$ cat src/rtl/conv2d_out_writer.sv
// Output writer for the conv2d engine: ReLU/shift/saturate, small FIFO, SRAM drain, frame tracking.
// Optional ReLU before the shift is enabled by defining CONV_OUT_RELU_EN.
module conv2d_out_writer #(
    parameter int IN_W        = 16,
    parameter int OUT_W       = 8,
    parameter int SHIFT       = 4,
    parameter int AW          = 16,
    parameter int DEPTH       = 8,
    parameter int FRAME_WORDS = 1024
) (
    input  logic                       clk_i,
    input  logic                       rstn_i,
    input  logic                       clear_i,
    input  logic                       wen_i,
    input  logic [AW-1:0]              waddr_i,
    input  logic [IN_W-1:0]            data_i,
    output logic                       mem_wen_o,
    output logic [AW-1:0]              mem_addr_o,
    output logic [OUT_W-1:0]           mem_data_o,
    input  logic                       mem_ready_i,
    output logic [$clog2(DEPTH+1)-1:0] level_o,
    output logic                       overflow_o,
    output logic                       done_o
);

    localparam int LW = $clog2(DEPTH + 1);
    localparam int IW = LW - 1;
    localparam int CW = $clog2(FRAME_WORDS + 1);

    localparam logic signed [IN_W-1:0] SAT_MAX = IN_W'((1 << (OUT_W - 1)) - 1);
    localparam logic signed [IN_W-1:0] SAT_MIN = IN_W'(-(1 << (OUT_W - 1)));

    logic signed [IN_W-1:0] x_c, y_c;
    logic [OUT_W-1:0]       sat_c;

    always_comb begin
        x_c = $signed(data_i);
`ifdef CONV_OUT_RELU_EN
        if (x_c[IN_W-1]) x_c = '0;
`else
        x_c = $signed(data_i);
`endif
        y_c = x_c >>> SHIFT;
        if (y_c > SAT_MAX)      sat_c = SAT_MAX[OUT_W-1:0];
        else if (y_c < SAT_MIN) sat_c = SAT_MIN[OUT_W-1:0];
        else                    sat_c = y_c[OUT_W-1:0];
    end

    logic             s1_vld_q;
    logic [AW-1:0]    s1_addr_q;
    logic [OUT_W-1:0] s1_data_q;

    always_ff @(posedge clk_i or negedge rstn_i) begin
        if (!rstn_i) begin
            s1_vld_q  <= 1'b0;
            s1_addr_q <= '0;
            s1_data_q <= '0;
        end else begin
            s1_vld_q  <= wen_i & ~clear_i;
            s1_addr_q <= waddr_i;
            s1_data_q <= sat_c;
        end
    end

    logic [AW-1:0]    addr_mem_q [DEPTH];
    logic [OUT_W-1:0] data_mem_q [DEPTH];
    logic [LW-1:0]    wptr_q, wptr_d, rptr_q, rptr_d;
    logic [CW-1:0]    cnt_q, cnt_d;
    logic             ovf_q, ovf_d, done_q, done_d;
    logic             empty, full, push, pop;

    // Pointers carry one extra wrap bit so full and empty are distinguishable.
    assign empty = (wptr_q == rptr_q);
    assign full  = (wptr_q[IW] != rptr_q[IW]) && (wptr_q[IW-1:0] == rptr_q[IW-1:0]);
    assign pop   = ~empty & mem_ready_i & ~clear_i;
    assign push  = s1_vld_q & (~full | pop) & ~clear_i;

    always_comb begin
        wptr_d = wptr_q;
        rptr_d = rptr_q;
        cnt_d  = cnt_q;
        ovf_d  = ovf_q;
        done_d = 1'b0;
        if (clear_i) begin
            wptr_d = '0;
            rptr_d = '0;
            cnt_d  = '0;
            ovf_d  = 1'b0;
        end else begin
            if (push) wptr_d = wptr_q + LW'(1);
            if (pop) begin
                rptr_d = rptr_q + LW'(1);
                if (cnt_q == CW'(FRAME_WORDS - 1)) begin
                    cnt_d  = '0;
                    done_d = 1'b1;
                end else begin
                    cnt_d = cnt_q + CW'(1);
                end
            end
            if (s1_vld_q && !push) ovf_d = 1'b1;
        end
    end

    always_ff @(posedge clk_i or negedge rstn_i) begin
        if (!rstn_i) begin
            wptr_q <= '0;
            rptr_q <= '0;
            cnt_q  <= '0;
            ovf_q  <= 1'b0;
            done_q <= 1'b0;
        end else begin
            wptr_q <= wptr_d;
            rptr_q <= rptr_d;
            cnt_q  <= cnt_d;
            ovf_q  <= ovf_d;
            done_q <= done_d;
        end
    end

    // Storage is not reset; outputs are masked while the FIFO is empty instead.
    always_ff @(posedge clk_i) begin
        if (push) begin
            addr_mem_q[wptr_q[IW-1:0]] <= s1_addr_q;
            data_mem_q[wptr_q[IW-1:0]] <= s1_data_q;
        end
    end

    assign mem_wen_o  = ~empty;
    assign mem_addr_o = empty ? '0 : addr_mem_q[rptr_q[IW-1:0]];
    assign mem_data_o = empty ? '0 : data_mem_q[rptr_q[IW-1:0]];
    assign level_o    = wptr_q - rptr_q;
    assign overflow_o = ovf_q;
    assign done_o     = done_q;

endmodule

$ cat config.mk
export PLATFORM = sky130hd
export DESIGN_NAME = conv2d_out_writer
export DESIGN_NICKNAME = d
export VERILOG_FILES = /design/src/rtl/conv2d_out_writer.sv
export SDC_FILE = /design/constraint.sdc
export NUM_CORES = 1
export LEC_CHECK = 0
export CORE_MARGIN = 4
export CORE_UTILIZATION = 40
export CTS_BUF_LIST = sky130_fd_sc_hd__clkbuf_8
export CTS_CLUSTER_SIZE = 30
export DETAILED_ROUTE_END_ITERATION = 12
export HOLD_SLACK_MARGIN = 0.12
export PLACE_DENSITY = 0.56
export SLEW_MARGIN = 0
export SYNTH_ARGS = -nofsm -noshare
export SYNTH_HDL_FRONTEND = slang
export SYNTH_SLANG_ARGS = --single-unit
$ cat constraint.sdc
create_clock -name clk_i -period 4.1 [get_ports clk_i]
set_input_delay 1.23 -clock clk_i [delete_from_list [all_inputs] [get_ports clk_i]]
set_output_delay 1.23 -clock clk_i [all_outputs]
set_load 0.005 [all_outputs]
==> reports/qor.yml <==
outcome:
  status: "finished, final reports clean"
synth:
  syn_avg_cell_area_um2: 18.2
  synth.distinct_cells: 51
  syn_nets: 550
  synth_area_leaders: "edfxtp_1 (62%), dfrtp_1 (12%), mux4_2 (12%)"
  synth_top_area_share_pct: 62.5
  ys.flop_type: "edfxtp_1"
  synth-seq-cells: 238
  async_reset_ff_share_pct: 19.3
  syn_inst: 506
  synth_edf_count: 192
  ys.warnings.count: 0
  synth_top_area_cell: "edfxtp_1"
  netlist_area_um2: 9230
  ys_seq_area_share_pct: 75.0
cts:
  postCtsSetupRepairBufs: 0
  clockBufferDepth: 3
  postCtsHoldBufs: 0
  clk_pin_slew_ns: 0.06
  clock_sinks: 238
  numCtsBuffers: 39
  worstSkewPairLatency_ns: 0.53
  cts_root_buf: "clkbuf_8"
  htreeDepth: 2
  cts_tree: "built"
finish:
  synthToLayoutAreaGrowth_pct: 21.1
  final_common_cell: "edfxtp_1"
  final_core_utilization_pct: 49.4
  n_antenna_cell: 0
  fill_cells: 1891
  seqCellArea_um2: 6920
  drive_above_1_share_pct: 22.7
  multi_input_area_um2: 2230
  final_cell_mix: "edfxtp_1 (192), clkdlybuf4s50_1 (62), nand2_1 (56)"
  layout.nets: 657
grt:
  grt_max_degree: 53
  grt_usage_pct: 15.3
  antenna_found_initial: 0
  grt_pass1_wl_um: 30200
  overflow: 0
  grt_pass1_vias: 5308
pwr:
  p_leak_nw: 3.82
  power.density_nw_per_um2: 473
  finalPower_mw: 5.28
  ir_drop_v: 0.000249
floorplanning:
  die_h_um: 160
  fp.dieW_um: 160
  core_um2: 22600
  start_util_pct: 40.8
  fp-row-count: 55
  die-area_um2: 25600
  ioPinCount: 68
critical_path:
  reg2reg_depth: 6
  critPathKind: "flip-flop to output pin"
  r2r_start: "wptr_q[1]"
  ff2ff_setup_slack_ns: 1.32
  worstPathRequired_ns: 2.87
  path_cells: "ha_1 -> nand3_2 -> nor2_2 -> buf_12 -> a21oi_1 -> clkdlybuf4s50_1"
  cp-start-kind: "flip-flop"
  critical_path_peak_fanout: 21
  timing.rr.end: "addr_mem_q[4][10]"
  critPathMaxStageDelay_ns: 0.55
  cp_top_family: "buffers and inverters"
  endpoint_kind: "output pin"
  critPathArrivalTime_ns: 2.69
  cp_slowest_cell: "clkdlybuf4s50_1"
  critPathBufInv: 2
sta:
  skew_ns: 0.0101
  setup_ws_ns: 0.178
  period_share_pct: 95.7
  finalHoldViolCount: 0
  slew_viol_final: 0
  tns_ns: 0
  setup_viol: 0
  rsz0062_at_grt: "false"
  fmax_mhz: 255
  max_slew_margin_pct: 59.3
  worst-slew-pin-transition_ns: 0.606
  min_period_ns: 3.92
place:
  post-place-ws_ns: 0.650
  portBuffers: 63
  dpl.hpwl_um: 10800
  place_congestion: 0.764
run:
  max-cap-violations: 0
hold_path:
  min-delay-start: "overflow_o"
  hp-class: "flip-flop to flip-flop"
  hold_depth: 2
  hold_path_end: "overflow_o"
routing:
  wl_um: 18900
  drt_iter0_markers: 325
  wl_per_cell_um: 20.3
  ant_nets: 0
  via_count: 4867
  firstDrtPassIters: 4
  drc: 0
  avgViaCountPerCell: 5.24
## final cells by class
| cell class | instances | share of cell area (%) |
|---|---|---|
| clock buffers | 42 | 5.17 |
| clock inverters | 29 | 1.35 |
| inverters | 11 | 0.369 |
| multi-input cells | 234 | 19.9 |
| flip-flops and latches | 238 | 62.0 |
| well taps | 285 | 3.19 |
| repair buffers | 89 | 8.02 |
## logic make-up after synthesis
| family | count (synthesis) | share of synthesized area (%) |
|---|---|---|
| AOI/OAI and AO/OA | 58 | 4.01 |
| and+or+nand+nor | 107 | 5.37 |
| adders and majority gates | 7 | 1.03 |
| muxes | 50 | 11.9 |
| buffers and inverters | 34 | 1.45 |
| xor gates and xnor gates | 12 | 1.22 |
| DFF | 238 | 75.0 |
## stage by stage
stage | hold slack [ns] | std cells | instance area, µm²
floorplan | 0.447 | 506 | 9240
global placement | 0.471 | 857 | 10400
detailed placement | 0.494 | 857 | 10400
CTS | 0.515 | 928 | 11200
global route | 0.523 | 928 | 11200
finish | 0.510 | 928 | 11200
## Yosys cell counts (2+ instances only)
master / count
nand2_1: 56
inv_1: 10
edfxtp_1: 192
nand3_1: 4
buf_2: 5
nor2b_1: 2
ha_1: 6
xor2_1: 7
o31ai_1: 4
xnor2_1: 4
nor3_1: 4
a21o_1: 2
clkbuf_1: 18
dfrtp_1: 46
a21oi_1: 29
nor2_1: 19
o21ai_0: 3
nand4_1: 3
and2_1: 2
o21a_1: 7
nor4_1: 5
mux4_2: 48
nor3b_1: 2
## per-layer routing
layer / routed length [µm] / vias to the layer above / global-route usage [%]
li1: - / 2201 / -
met1: 8370 / 2516 / 20.8
met2: 9170 / 119 / 24.8
met3: 967 / 31 / 3.38
met4: 368 / 0 / 4.89
met5: 0 / - / 0
## worst min-delay path, delay by kind of cell (launching register included)
kind             cells  cell delay, ns
AO/OA/AOI/OAI        1            0.04
flip-flops           1            0.35
AND/OR/NAND/NOR      1            0.07
## repair_timing
item                                    in CTS  in global routing
endpoints found under the setup margin       0                  1
hold endpoints to repair                     0                  0
resized for setup                            0                  1
## worst max path at each step
stage	endpoint	from	cells after the start	slack, ns
floorplan	addr_mem_q[7][0]	mem_ready_i	4	0.39
global placement	mem_data_o[7]	wptr_q[2]	6	0.66
detailed placement	addr_mem_q[7][11]	clear_i	7	0.65
CTS	mem_data_o[7]	wptr_q[2]	6	0.08
global route	mem_data_o[7]	wptr_q[1]	6	0.02
finish	mem_data_o[7]	wptr_q[1]	6	0.18
## state kept, by name, summed over array words and instances (netlist names)
name        flops
data_mem_q     64
wptr_q          4
s1_vld_q        1
addr_mem_q    128
s1_addr_q      16
overflow_o      1
s1_data_q       8
cnt_q          11
rptr_q          4
done_o          1
## power breakdown
part	internal, mW	switching [mW]
combinational	0.365	0.301
clock	1.01	0.902
sequential	2.66	0.0434
total	4.03	1.25
(Power assumes the default switching activity.)
